--- src/rtl/alu_seq_pkg.sv ---
// alu_seq_pkg: shared state type, default opcode width and op-index constants
// for alu_op_sequencer (optional zero flag via ALU_SEQ_ZFLAG_EN).
package alu_seq_pkg;
    typedef enum logic [2:0] {
        ST_IDLE   = 3'd0,
        ST_LOAD_A = 3'd1,
        ST_LOAD_B = 3'd2,
        ST_EXEC   = 3'd3,
        ST_HOLD   = 3'd4
    } state_t;
    localparam int OP_W_DEF = 12;
    localparam logic [7:0] OP_ADD    = 8'd0;
    localparam logic [7:0] OP_SUB    = 8'd1;
    localparam logic [7:0] OP_AND    = 8'd2;
    localparam logic [7:0] OP_OR     = 8'd3;
    localparam logic [7:0] OP_XOR    = 8'd4;
    localparam logic [7:0] OP_SLL    = 8'd5;
    localparam logic [7:0] OP_SRL    = 8'd6;
    localparam logic [7:0] OP_SRA    = 8'd7;
    localparam logic [7:0] OP_SLT    = 8'd8;
    localparam logic [7:0] OP_SLTU   = 8'd9;
    localparam logic [7:0] OP_COPY_A = 8'd10;
    localparam logic [7:0] OP_COPY_B = 8'd11;
endpackage

--- src/rtl/op_onehot_dec.sv ---
// op_onehot_dec: combinational 8-bit op index to one-hot function code,
// flagging indices beyond the code width as invalid.
module op_onehot_dec
    import alu_seq_pkg::*;
#(
    parameter int OP_W = OP_W_DEF
) (
    input  logic [7:0]      i_idx,
    output logic [OP_W-1:0] o_onehot,
    output logic            o_invalid
);
    logic w_invalid;
    assign w_invalid = 32'(i_idx) >= OP_W;
    assign o_invalid = w_invalid;
    assign o_onehot  = w_invalid ? '0 : OP_W'(1) << i_idx;
endmodule

--- src/rtl/alu_op_sequencer.sv ---
// alu_op_sequencer: collects op/a/b frames from a byte stream, drives an external
// ALU and holds its result until consumed. ALU_SEQ_ZFLAG_EN adds res_zero.
module alu_op_sequencer
    import alu_seq_pkg::*;
#(
    parameter int DATA_W = 32,
    parameter int OP_W   = OP_W_DEF
) (
    input  logic              clk,
    input  logic              rst_n,
    input  logic              in_valid,
    input  logic [7:0]        in_data,
    output logic              in_ready,
    output logic [DATA_W-1:0] alu_a,
    output logic [DATA_W-1:0] alu_b,
    output logic [OP_W-1:0]   alu_f,
    input  logic [DATA_W-1:0] alu_y,
    output logic              res_valid,
    input  logic              res_ready,
    output logic [DATA_W-1:0] res_data,
    output logic              res_err
`ifdef ALU_SEQ_ZFLAG_EN
    ,
    output logic              res_zero
`endif
);
    localparam int NB = DATA_W / 8;
    localparam int CW = (NB > 1) ? $clog2(NB) : 1;

    state_t            r_state;
    logic [CW-1:0]     r_cnt;
    logic              r_err;
    logic [OP_W-1:0]   w_onehot;
    logic              w_invalid;
    logic              w_fire;
    logic              w_last;
    logic [DATA_W-1:0] w_y;

    op_onehot_dec #(.OP_W(OP_W)) u_dec (
        .i_idx     (in_data),
        .o_onehot  (w_onehot),
        .o_invalid (w_invalid)
    );

    assign in_ready  = (r_state == ST_IDLE) || (r_state == ST_LOAD_A) || (r_state == ST_LOAD_B);
    assign res_valid = r_state == ST_HOLD;
    assign w_fire    = in_valid && in_ready;
    assign w_last    = r_cnt == CW'(NB - 1);
    // An invalid op forces a zero result regardless of what the ALU produces.
    assign w_y       = r_err ? '0 : alu_y;

    always_ff @(posedge clk or negedge rst_n) begin
        if (!rst_n) begin
            r_state  <= ST_IDLE;
            r_cnt    <= '0;
            r_err    <= 1'b0;
            alu_a    <= '0;
            alu_b    <= '0;
            alu_f    <= '0;
            res_data <= '0;
            res_err  <= 1'b0;
`ifdef ALU_SEQ_ZFLAG_EN
            res_zero <= 1'b0;
`endif
        end else begin
            case (r_state)
                ST_IDLE: if (w_fire) begin
                    alu_f   <= w_onehot;
                    r_err   <= w_invalid;
                    r_cnt   <= '0;
                    r_state <= ST_LOAD_A;
                end
                ST_LOAD_A: if (w_fire) begin
                    alu_a[{r_cnt, 3'b000} +: 8] <= in_data;
                    r_cnt   <= w_last ? '0 : r_cnt + 1'b1;
                    r_state <= w_last ? ST_LOAD_B : ST_LOAD_A;
                end
                ST_LOAD_B: if (w_fire) begin
                    alu_b[{r_cnt, 3'b000} +: 8] <= in_data;
                    r_cnt   <= w_last ? '0 : r_cnt + 1'b1;
                    r_state <= w_last ? ST_EXEC : ST_LOAD_B;
                end
                ST_EXEC: begin
                    res_data <= w_y;
                    res_err  <= r_err;
`ifdef ALU_SEQ_ZFLAG_EN
                    res_zero <= w_y == '0;
`endif
                    r_state  <= ST_HOLD;
                end
                ST_HOLD: if (res_ready) begin
                    r_cnt   <= '0;
                    r_state <= ST_IDLE;
                end
                default: r_state <= ST_IDLE;
            endcase
        end
    end
endmodule

--- config.mk ---
export PLATFORM = sky130hd
export DESIGN_NAME = alu_op_sequencer
export DESIGN_NICKNAME = d
export VERILOG_FILES = /design/src/rtl/alu_seq_pkg.sv /design/src/rtl/op_onehot_dec.sv /design/src/rtl/alu_op_sequencer.sv
export SDC_FILE = /design/constraint.sdc
export NUM_CORES = 1
export LEC_CHECK = 0
export BUFFER_PORTS_ARGS = -buffer_cell sky130_fd_sc_hd__buf_2
export CAP_MARGIN = 0
export CORE_ASPECT_RATIO = 0.9
export CORE_MARGIN = 5
export CORE_UTILIZATION = 51
export DETAILED_ROUTE_END_ITERATION = 12
export GPL_TIMING_DRIVEN = 0
export PLACE_DENSITY_LB_ADDON = 0.05
export SYNTH_ARGS = -nofsm -noshare
export SYNTH_HDL_FRONTEND = slang
export SYNTH_SLANG_ARGS = --single-unit
--- constraint.sdc ---
create_clock -name clk -period 2.13 [get_ports clk]
set_input_delay 0.426 -clock clk [delete_from_list [all_inputs] [get_ports clk]]
set_output_delay 0.426 -clock clk [all_outputs]
set_load 0.005 [all_outputs]
---- Word-level counts from Yosys, hierarchy flattened ----
Cells that the tools add are included.
Widths: inputs -> output; s select.
word-level totals
  input bits .............................. 44
  bits in registers ....................... 115
  logic and storage cells ................. 51
cells by class
  equality and inequality tests ........... 10
  $lt $le $gt $ge ......................... 1
  shifts and indexed selects .............. 3
  reductions and logical operators ........ 11
  muxes and demuxes ....................... 16
  add/sub/neg operators ................... 2
operators with widths
  operator                count
  $bwmux 32               2
  $mux 32                 1
  $shift 8x7->32 const A  1
  $shiftx 8x7->32         1
  $pmux 3 s5              1
  $mux 12                 1
  $mux 3                  4
  $shl 1x8->12 const A    1
  $mux 2                  5
  $ge 8x4->1 const B      1
  $reduce_and 4->1        2
  $neg 5->7               1
  $eq 3x2->1 const B      2
  $ne 2x2->1 const B      3
  $pmux 2 s3              1
  $reduce_and 2->1        3
  $ne 2x1->1 const B      2
  $eq 3x1->1 const B      1
  $eq 3x3->1 const B      1
  $logic_not 3->1         1
  $reduce_bool 3->1       1
  $add 2x1->2 const B     1
  $eq 2x2->1 const B      1
  $logic_or 1x1->1        2
  other kinds (3)         3

---- Logic depth before layout (Yosys ltp) ----
  word-level depth ........................ 6
  gate-level depth with buffers ........... 6
  depth with buffers taken out ............ 5

---- Hierarchy ----
Synthesis repeated with hierarchy kept, for this count alone.
unflattened totals
  cells, all modules ...................... 399
  area, all modules ....................... 5206.2 µm²
by module, submodules not included
  module            area each (µm²)  times used  cells each
  alu_op_sequencer  5073.6           1           378
  op_onehot_dec     132.6            1           21

---- Worst setup path before layout ----
OpenSTA, ideal clock, no wires.
  path type ............................... reg-to-reg
  from .................................... register r_cnt[0]
  to ...................................... register alu_b[24]
  arrival time ............................ 1.616 ns
  slack ................................... 0.449 ns
  data required time ...................... 2.066 ns
  period minus slack after synthesis ...... 1.681 ns
  cell stages (with the launch flop) ...... 6
  path through ............................ dfrtp_1 > inv_1 > ha_1 > nor3b_1 > and2_1 > mux2_2
between the ends
  word-level cells in the longest chain between the ends .. 3
RTL lines
  what                                               RTL line                text
  start, declared                                    alu_op_sequencer.sv:31  logic [CW-1:0] r_cnt;
  start signal, assigned                             alu_op_sequencer.sv:75  r_cnt <= w_last ? '0 : r_cnt + 1'b1;
  start signal, assigned                             alu_op_sequencer.sv:80  r_cnt <= w_last ? '0 : r_cnt + 1'b1;
  $neg 5->7 (*)                                      alu_op_sequencer.sv:79  alu_b[{r_cnt, 3'b000} +: 8] <= in_data;
  $shiftx 8x7->32 or $shift 8x7->32 (tied branches)  alu_op_sequencer.sv:79
  $bwmux 32 (*)                                      alu_op_sequencer.sv:79
  end signal, assigned by index                      alu_op_sequencer.sv:79
  end, declared                                      alu_op_sequencer.sv:15  output logic [DATA_W-1:0] alu_b,
Mark *: on every way between the ends. The rest lies on a longest branch, timed or not.
A chain may end at the register's enable or synchronous reset.

---- Worst setup path in the final report ----
  from .................................... register r_cnt[0]
  to ...................................... register alu_b[16]
Same word-level chain as after synthesis.

==> implementation parameters <==
Parameter                              Value

Clocking
  Clock net sink count    115
  Clk buf depth    2
  Number of buffers inserted to repair setup after CTS    0
  Number of clock buffers inserted by TritonCTS    17
  Clock transition at the register clock pins on the worst setup and hold paths after CTS    0.06 ns
  Deepest level of the CTS H-tree    4
  Post-cts hold buffer count    0
  CTS tree    done
  Clock network latency to the later pin of the worst-skew pair    0.51 ns
  Clock root buffer    sky130_fd_sc_hd__clkbuf_8

STA
  Final Hold Slack    0.0318 ns
  Shortest period the worst path allows    1.99 ns
  Portion of the clock cycle consumed by the worst path in the final layout    93.2%
  Worst Skew    0.0197 ns
  Count of pins over their slew limit    0
  Achievable Freq    504 MHz
  Setup repair after global routing missed its margin    yes
  Count of endpoints failing setup in the final report    0
  Hold Fails Final Rpt    0
  Slew of the pin with the lowest slew margin    0.861 ns
  Max-slew headroom at the worst pin    42.6%

Route
  Post-Route WL    12400 um
  Vias post-DR    3721
  Via density    5.10
  Iteration-0 DRC Markers    188
  Mean routed wirelength per cell    17.0 um
  DRT antenna net count    0
  Final routed DRC violation total    0
  Number of iterations in the first detailed-routing pass    4

Finish
  Cell area after layout    6450 um^2
  Net count of the finished layout    640
  Number of diodes added for antenna fixing    0
  Utilization after layout    67.7%
  Fraction of layout instances using a drive strength above 1    44.0%
  Layout-stage area growth over the synthesis result    31.2%

Worst setup path
  Launch instance of the worst register-to-register path    r_cnt[0]
  Type of element launching the critical path    register
  Type of destination of the critical path    register
  Library cell contributing the largest single delay on the critical path    sky130_fd_sc_hd__dfrtp_1
  Number of buffers and inverters on the critical path    1
  Register-to-Register Path Depth    5
  Crit-path leading delay family    simple AND/OR/NAND/NOR gates
  Critical R2R Capture    alu_b[16]
  Max Fanout on Critical Path    10
  Largest stage delay on the critical path    0.55 ns
  Arr. time, crit path    2.44 ns
  WP data required    2.58 ns
  Cell breakdown of the critical path    inv_1 > ha_1 > nor3b_2 > and2_1 > mux2_2
  Class of the most critical setup path    register to register
  Slack of the worst reg-to-reg path    0.14 ns
  Levels on crit path    5

Synthesis
  Avg Synthesized Cell Area    11.8 um^2
  Register bit total from synthesis    115
  Cells taking the most area after synthesis    sky130_fd_sc_hd__dfrtp_1 (59%), sky130_fd_sc_hd__mux2_2 (15%), sky130_fd_sc_hd__nand2b_1 (4.5%), sky130_fd_sc_hd__o21ai_0 (4.3%), sky130_fd_sc_hd__and2_1 (4.1%)
  Cell count after synthesis    417
  Count leader, synth    sky130_fd_sc_hd__dfrtp_1
  Area share of the leading cell type in the synthesized netlist    58.5%
  Mapped Area    4920 um^2
  Top cell types by occurrence after synthesis    sky130_fd_sc_hd__dfrtp_1 (115), sky130_fd_sc_hd__mux2_2 (65), sky130_fd_sc_hd__nand2_1 (49)
  Main synth FF type    sky130_fd_sc_hd__dfrtp_1
  Yosys cell types    31
  Share of flip-flops with an asynchronous set or reset    100%
  Total of warnings raised by yosys    0
  Number of enable flip-flop cells after synthesis    0
  Net Count, Synth    466
  Post-synthesis cell type with the largest combined area    sky130_fd_sc_hd__dfrtp_1
  Register area share after synthesis    58.5%

Global routing
  Wire length of the first global-routing pass    19800 um
  Overall Global Routing Usage    22.0%
  Pin count of the biggest net entering global routing    69
  Number of antenna violations at the first check in global routing    0
  Via count of the first global-routing pass    3830
  Sum of overflow across all layers after global routing    0

Status
  Status    completed

Die
  Site row count    34
  Effective utilization at floorplan    51.6%
  Area of the core    9530 um^2
  Die extent in y    103 um
  Die outline area    11700 um^2
  I/O pin count    155
  DIE WIDTH    113 um

Min path
  Path class of the lowest-slack min-delay path    input port to async pin

Place
  Final weighted congestion in routability-driven placement    0.767
  Post-Place Cell Area    5870 um^2
  Port Buffers    154
  Detail Placement HPWL    8790 um

Flow run
  Reported max-cap violation count    0

Power
  Worst vdd rail ir drop    0.873 mV
  Pleak    3.48 nW
  PwrDens    1270 nW/um^2
==> worst max path at each step <==
stage | start | to | slack, ns
final | r_cnt[0] | alu_b[16] | 0.14
after floorplan | r_cnt[0] | alu_b[24] | 0.45
after detailed placement | r_cnt[0] | alu_b[30] | -0.09
after global placement | rst_n | res_data[31] | -0.70
after CTS | r_state[0] | res_valid | 0.06
after global routing | r_cnt[0] | alu_a[23] | -0.01
==> area by class of cell <==
cell class | count | area (um^2)
buffer | 23 | 108
timing repair buffer | 155 | 801
fill | 792 | 3080
multi-input combinational | 276 | 1940
clock inverter | 9 | 78.8
inverter | 3 | 11.3
sequential | 115 | 2880
tap | 126 | 158
clock buffer | 23 | 477
==> flip-flops by register name (all words and copies together) (netlist names) <==
signal and count:
alu_a 32, alu_b 32, alu_f 12, r_cnt 2
r_err 1, r_state 3, res_data 32, res_err 1
==> per-stage QoR <==
stage	power [mW]	cells	setup TNS (ns)	setup WS, ns
finish	8.18	730	0	0.145
global route	8.72	730	-0.0575	-0.0112
CTS	8.27	730	0	0.0597
detailed placement	5.58	698	-1.69	-0.0913
global placement	5.47	697	-80.05	-0.702
floorplan	4.50	417	0	0.449
==> what timing repair did <==
action                     CTS  global route
gates resized for setup      3             4
setup endpoints to repair   41            16
pin swaps                    0             0
==> layer usage <==
metal | global-route usage, % | vias up | wire (um)
li1 | - | 1773 | -
met1 | 29.1 | 1825 | 5500
met2 | 35.0 | 112 | 5930
met3 | 7.22 | 11 | 895
met4 | 6.75 | 0 | 100
met5 | 0 | - | 0
==> report_power, final <==
group | switching (mW) | leakage [nW] | total [mW] | internal (mW)
Clock | 0.952 | 0.274 | 2.61 | 1.66
Combinational | 1.26 | 1.67 | 2.45 | 1.19
Sequential | 0.338 | 1.54 | 3.12 | 2.79
==> cell usage in the layout, fill, tap and decap left out, types with 3 or more instances in the layout <==
cell type	instances
sky130_fd_sc_hd__buf_2	162
sky130_fd_sc_hd__dfrtp_1	115
sky130_fd_sc_hd__mux2_2	65
sky130_fd_sc_hd__nand2_1	49
sky130_fd_sc_hd__o21ai_0	42
sky130_fd_sc_hd__nand2b_1	35
sky130_fd_sc_hd__and2_1	32
sky130_fd_sc_hd__clkbuf_16	16
sky130_fd_sc_hd__clkbuf_1	13
sky130_fd_sc_hd__nand3b_1	5
sky130_fd_sc_hd__nand3_1	5
sky130_fd_sc_hd__and3_1	5
sky130_fd_sc_hd__ha_1	5
sky130_fd_sc_hd__clkbuf_8	5
sky130_fd_sc_hd__clkinv_2	5
sky130_fd_sc_hd__a21oi_1	4
sky130_fd_sc_hd__nor2b_1	4
sky130_fd_sc_hd__o21ai_1	4
sky130_fd_sc_hd__inv_1	3
sky130_fd_sc_hd__nor2_1	3
sky130_fd_sc_hd__nor3b_2	3
sky130_fd_sc_hd__o211ai_1	3
==> cells by family (layout without fill, tap and decap cells) <==
| logic type | after synthesis | after routing | synth area share [%] |
|---|---|---|---|
| flops | 115 | 115 | 58.5 |
| simple gates | 150 | 150 | 16.9 |
| fa+ha+maj | 5 | 5 | 1.27 |
| compound gates | 56 | 56 | 6.01 |
| mux | 65 | 65 | 14.9 |
| buf+inv | 26 | 213 | 2.37 |
(Power assumes the default switching activity.)
